$ cat config.mk
export PLATFORM = sky130hd
export DESIGN_NAME = pdm_decoder
export DESIGN_NICKNAME = d
export VERILOG_FILES = /design/src/rtl/pdm_decoder_pkg.sv /design/src/rtl/cic_sinc2_decimator.sv /design/src/rtl/pdm_decoder.sv
export SDC_FILE = /design/constraint.sdc
export NUM_CORES = 1
export LEC_CHECK = 0
export BUFFER_PORTS_ARGS = -buffer_cell sky130_fd_sc_hd__buf_2
export CAP_MARGIN = 20
export CORE_MARGIN = 2
export CORE_UTILIZATION = 35
export CTS_BUF_LIST = sky130_fd_sc_hd__clkbuf_8
export DETAILED_ROUTE_END_ITERATION = 6
export GPL_TIMING_DRIVEN = 1
export SLEW_MARGIN = 20
export SYNTH_ARGS = -nofsm -noshare
export SYNTH_HDL_FRONTEND = slang
export SYNTH_HIERARCHICAL = 1
export SYNTH_SLANG_ARGS = --single-unit
$ cat constraint.sdc
create_clock -name clk -period 7.75 [get_ports clk]
set_input_delay 2.325 -clock clk [delete_from_list [all_inputs] [get_ports clk]]
set_output_delay 2.325 -clock clk [all_outputs]
set_load 0.1 [all_outputs]
$ cat src/rtl/pdm_decoder_pkg.sv
// Shared definitions for the PDM decoder: CIC width rule, FSM states and the
// number of decimation events discarded while the comb pipeline fills.
package pdm_decoder_pkg;

    // Events discarded after reset before the comb output is meaningful.
    localparam int FILL_DISCARD = 2;
    localparam int FILL_CNT_W   = 2;

    typedef enum logic {
        ST_FILL = 1'b0,
        ST_RUN  = 1'b1
    } state_e;

    // A sinc2 stage with decimation R = 2^dec_log2 has gain R^2, so the
    // datapath needs 2*dec_log2 + 1 bits to hold the full-scale value R^2.
    function automatic int cic_width(input int dec_log2);
        return 2 * dec_log2 + 1;
    endfunction

endpackage

$ cat src/rtl/cic_sinc2_decimator.sv
// Second-order CIC decimator: two integrators running at the PDM bit rate,
// a decimation counter, and a two-stage comb evaluated on the event cycle.
// y_o is valid (combinationally) only while evt_o is high.
module cic_sinc2_decimator
    import pdm_decoder_pkg::*;
#(
    parameter int DECIMATION_LOG2 = 5,
    parameter int W               = cic_width(DECIMATION_LOG2)
) (
    input  logic         clk,
    input  logic         rst_n,
    input  logic         din_en_i,
    input  logic         din_i,
    output logic [W-1:0] y_o,
    output logic         evt_o
);

    logic [W-1:0]               int1_q, int1_d;
    logic [W-1:0]               int2_q, int2_d;
    logic [W-1:0]               d1_q, d1_d;
    logic [W-1:0]               d2_q, d2_d;
    logic [W-1:0]               c1;
    logic [DECIMATION_LOG2-1:0] cnt_q, cnt_d;

    // Integrate, count and run the comb on the decimation event; all sums wrap mod 2^W.
    always_comb begin
        // NOTE: combinational blocks use blocking '=' and give every output a
        // default first, so later lines see updated values and no latch appears.
        int1_d = int1_q;
        int2_d = int2_q;
        cnt_d  = cnt_q;
        d1_d   = d1_q;
        d2_d   = d2_q;
        evt_o  = 1'b0;
        if (din_en_i) begin
            int1_d = int1_q + {{(W-1){1'b0}}, din_i};
            int2_d = int2_q + int1_q;
            cnt_d  = cnt_q + DECIMATION_LOG2'(1);
            evt_o  = (cnt_q == '1);
        end
        // The comb sees the value int2 takes on this very edge.
        c1  = int2_d - d1_q;
        y_o = c1 - d2_q;
        if (evt_o) begin
            d1_d = int2_d;
            d2_d = c1;
        end
    end

    // Integrator, counter and comb-delay registers.
    always_ff @(posedge clk or negedge rst_n) begin
        // NOTE: sequential state uses non-blocking '<=' and every register is
        // cleared by the async reset so simulation and silicon start identical.
        if (!rst_n) begin
            int1_q <= '0;
            int2_q <= '0;
            d1_q   <= '0;
            d2_q   <= '0;
            cnt_q  <= '0;
        end else begin
            int1_q <= int1_d;
            int2_q <= int2_d;
            d1_q   <= d1_d;
            d2_q   <= d2_d;
            cnt_q  <= cnt_d;
        end
    end

endmodule

$ cat src/rtl/pdm_decoder.sv
// PDM-to-PCM decoder: sinc2 decimator, scale/clamp to DATA_BITS, a FILL/RUN
// FSM that drops the start-up transient, and a one-entry valid/ready output.
module pdm_decoder
    import pdm_decoder_pkg::*;
#(
    parameter int DATA_BITS       = 8,
    parameter int DECIMATION_LOG2 = 5
) (
    input  logic                 clk,
    input  logic                 rst_n,
    input  logic                 din_en,
    input  logic                 din,
    output logic [DATA_BITS-1:0] dout,
    output logic                 dout_valid,
    input  logic                 dout_ready,
    output logic                 overrun
);

    localparam int W     = cic_width(DECIMATION_LOG2);
    localparam int SHIFT = 2 * DECIMATION_LOG2 - DATA_BITS;
    localparam logic [W-1:0] SAMPLE_MAX = W'((2 ** DATA_BITS) - 1);

    logic [W-1:0]          cic_y;
    logic                  cic_evt;
    logic [W-1:0]          y_shift;
    logic [DATA_BITS-1:0]  sample;

    state_e                state_q, state_d;
    logic [FILL_CNT_W-1:0] fill_cnt_q, fill_cnt_d;
    logic                  load;

    logic [DATA_BITS-1:0]  dout_q, dout_d;
    logic                  valid_q, valid_d;
    logic                  overrun_q, overrun_d;

    cic_sinc2_decimator #(
        .DECIMATION_LOG2 (DECIMATION_LOG2),
        .W               (W)
    ) u_cic (
        .clk      (clk),
        .rst_n    (rst_n),
        .din_en_i (din_en),
        .din_i    (din),
        .y_o      (cic_y),
        .evt_o    (cic_evt)
    );

    // Scale to DATA_BITS; only the all-ones input (y = R^2) exceeds the range.
    always_comb begin
        y_shift = cic_y >> SHIFT;
        if (y_shift > SAMPLE_MAX) begin
            sample = '1;
        end else begin
            sample = y_shift[DATA_BITS-1:0];
        end
    end

    // FSM next state: discard the first events after reset, then pass every event.
    always_comb begin
        state_d    = state_q;
        fill_cnt_d = fill_cnt_q;
        load       = 1'b0;
        case (state_q)
            ST_FILL: begin
                if (cic_evt) begin
                    fill_cnt_d = fill_cnt_q + FILL_CNT_W'(1);
                    if (fill_cnt_q == FILL_CNT_W'(FILL_DISCARD - 1)) begin
                        state_d = ST_RUN;
                    end
                end
            end
            ST_RUN: begin
                load = cic_evt;
            end
            default: begin
                state_d = ST_FILL;
            end
        endcase
    end

    // Output register next state: a new sample always wins; overrun is sticky.
    always_comb begin
        dout_d    = dout_q;
        valid_d   = valid_q;
        overrun_d = overrun_q;
        if (load) begin
            dout_d  = sample;
            valid_d = 1'b1;
            if (valid_q && !dout_ready) begin
                overrun_d = 1'b1;
            end
        end else if (valid_q && dout_ready) begin
            valid_d = 1'b0;
        end
    end

    // FSM and output registers.
    always_ff @(posedge clk or negedge rst_n) begin
        if (!rst_n) begin
            state_q    <= ST_FILL;
            fill_cnt_q <= '0;
            dout_q     <= '0;
            valid_q    <= 1'b0;
            overrun_q  <= 1'b0;
        end else begin
            state_q    <= state_d;
            fill_cnt_q <= fill_cnt_d;
            dout_q     <= dout_d;
            valid_q    <= valid_d;
            overrun_q  <= overrun_d;
        end
    end

    assign dout       = dout_q;
    assign dout_valid = valid_q;
    assign overrun    = overrun_q;

endmodule

==> summary.txt <==
Synthesis
  – Mapped Area: 3837 um^2
  – Synthesized area per cell: 10.02 um^2
  – Yosys Warn Count: 6
  – Syn Nets: 426
  – Cells after Synth: 383

Timing
  – Slew Limit Headroom: 46.48%
  – Fin crit period: 5955 ps
  – Crit share post-route: 76.84%
  – RSZ-0062 raised after global routing: no
  – Final setup TNS: 0 ps
  – Max-slew violation count: 0
  – Setup-failing EPs final: 0
  – FMAX: 167.9 MHz
  – Max Clock Skew: 9.046 ps
  – Hold Violations, Final: 0
  – Slew @ Worst Pin: 802.8 ps

Die
  – Core area: 10,750 um^2
  – Initial Utilization: 35.71%
  – Die ar.: 11,820 um^2
  – I/O pin cnt: 15
  – Die width: 108.7 um
  – FP Rows: 38
  – Die height: 108.7 um

GRT
  – First-pass GRT wire length: 11,920 um
  – Antenna violations before repair: 0
  – Pin count of the biggest net entering global routing: 63
  – Number of global-route vias before repair: 2,676
  – Congestion Overflow GR: 0
  – Overall routing resource usage: 12.88%

Detailed routing
  – Routed WL: 6848 um
  – Routed wl met3: 216 um
  – DR vias/cell: 4.799
  – WL/cell: 12.61 um
  – Met2 WL: 3087 um
  – Via Count: 2,606
  – Drc violations: 0
  – DRT iter0 DRCs: 91
  – Number of detailed-route iterations in the first pass: 4
  – Routed metal-1 wire length: 3483 um
  – Post-DRT Antenna Nets: 0
  – Top layer in use: met4

Critical path
  – Critical path class: input port to register
  – Crit Path Max Fanout: 26
  – Worst endpoint required time: 7960 ps
  – Crit start category: input port
  – Critical path endpoint category: register
  – WP data arrival: 6160 ps

Worst hold path
  – Hold Path Class: register to register

Run status
  – Status: complete, no violations

Layout
  – Core Util, Final: 39.53%
  – # diodes: 0
  – FF+latch area: 1551 um^2
  – Layout cells sized above 1: 15.14%
  – Syn-to-layout area delta: 10.69%
  – Area of the multi-input gates: 2095 um^2
  – Final #Nets: 442
  – # fillers: 1,085

Clocking
  – Postcts setup bufs: 0
  – CTS tree: built
  – CTS Buf Count: 9
  – Clock Sinks: 62
  – CTS clk-pin slew, worst paths: 70 ps
  – Hold-fix buffers at CTS: 0
  – Worst-skew pair later-pin latency: 340 ps
  – Root Buffer: clkbuf_8
  – # resized after CTS: 0
  – CTS Buffer Depth: 2
  – H-tree depth: 3

Placement
  – Buffers on Ports: 14
  – Placer Congestion: 0.8429
  – Final HPWL from detailed placement: 4900 um

Flow run
  – Number of max-cap violations: 0
cell type report:
type                            count  share of cell area [%]
Clock inverter                      4                   1.649
Clock buffer                       11                   3.564
Timing Repair Buffer               15                   1.826
Inverter                           34                   3.004
Multi-Input combinational cell    277                   49.31
Sequential cell                    62                   36.52
Tap cell                          140                   4.124
metrics by stage:
| stage | hold WS (ps) | cell area, um^2 | setup slack [ps] | cells |
|---|---|---|---|---|
| global placement | 453.4 | 4026 | 1539 | 528 |
| finish | 475.4 | 4248 | 1795 | 543 |
| CTS | 482.4 | 4248 | 1784 | 543 |
| detailed placement | 462.8 | 4026 | 1428 | 528 |
| floorplan | 438.5 | 3837 | 1884 | 383 |
| global route | 508.6 | 4248 | 1390 | 543 |
state kept, by name (all words and copies together), names as in the netlist:
register and flops:
u_cic/d1_q 11, u_cic/d2_q 11, u_cic/int1_q 11, u_cic/int2_q 11
dout 8, u_cic/cnt_q 5, fill_cnt_q 2, dout_valid 1
overrun 1, state_q 1
critical path: stages:
cell	delay (ps)
buf_2	430
nor2_1	70
a21oi_1	300
inv_1	110
fa_1	420
nand2b_1	170
a21oi_2	210
a21o_1	140
a21oi_1	80
xnor2_1	210
ha_1	310
nor3_1	180
nor2_1	60
o41a_1	130
a31oi_1	210
xnor3_1	540
nor2_1	190
a21oi_2	70
cell usage in the layout (no fill, tap or decap), drive strengths merged, types with 2 or more instances in the layout:
cell type  instances
clkbuf            11
nand2b             3
and2               3
or3                2
dfrtp             62
mux2i              2
and3               3
a21boi             3
nand4              5
a21oi             33
nor2b              5
bufinv             2
nand2             31
nor3               3
xnor2             23
a21o               8
nor4               2
xor2              13
inv               34
or2                3
o21bai             2
a31oi              2
clkinv             2
buf               15
nor2              28
nand3              7
o21ai             22
fa                 3
mux2              18
o31ai              3
ha                35
layer usage:
metal	vias up	track usage [%]
met1	1228	16.29
met2	29	21.25
met3	6	3.646
met5	-	0
met4	0	4.212
li1	1343	-
final timing paths:
kind / startpoint / end / slack (ps) / cells past startpoint
max reg2reg: u_cic/int1_q[1] / dout[2] / 2420 / 19
max: din_en / dout[2] / 1790 / 18
max in group asynchronous: rst_n / u_cic/int2_q[8] / 5060 / 2
min in group asynchronous: rst_n / dout_valid / 2150 / 2
min reg2reg: u_cic/cnt_q[3] / u_cic/cnt_q[3] / 480 / 1
min: u_cic/cnt_q[3] / u_cic/cnt_q[3] / 480 / 1
Power is left out: the tool's default activity adds up to more than one toggle a clock period on the data nets, which glitch-free logic cannot reach.
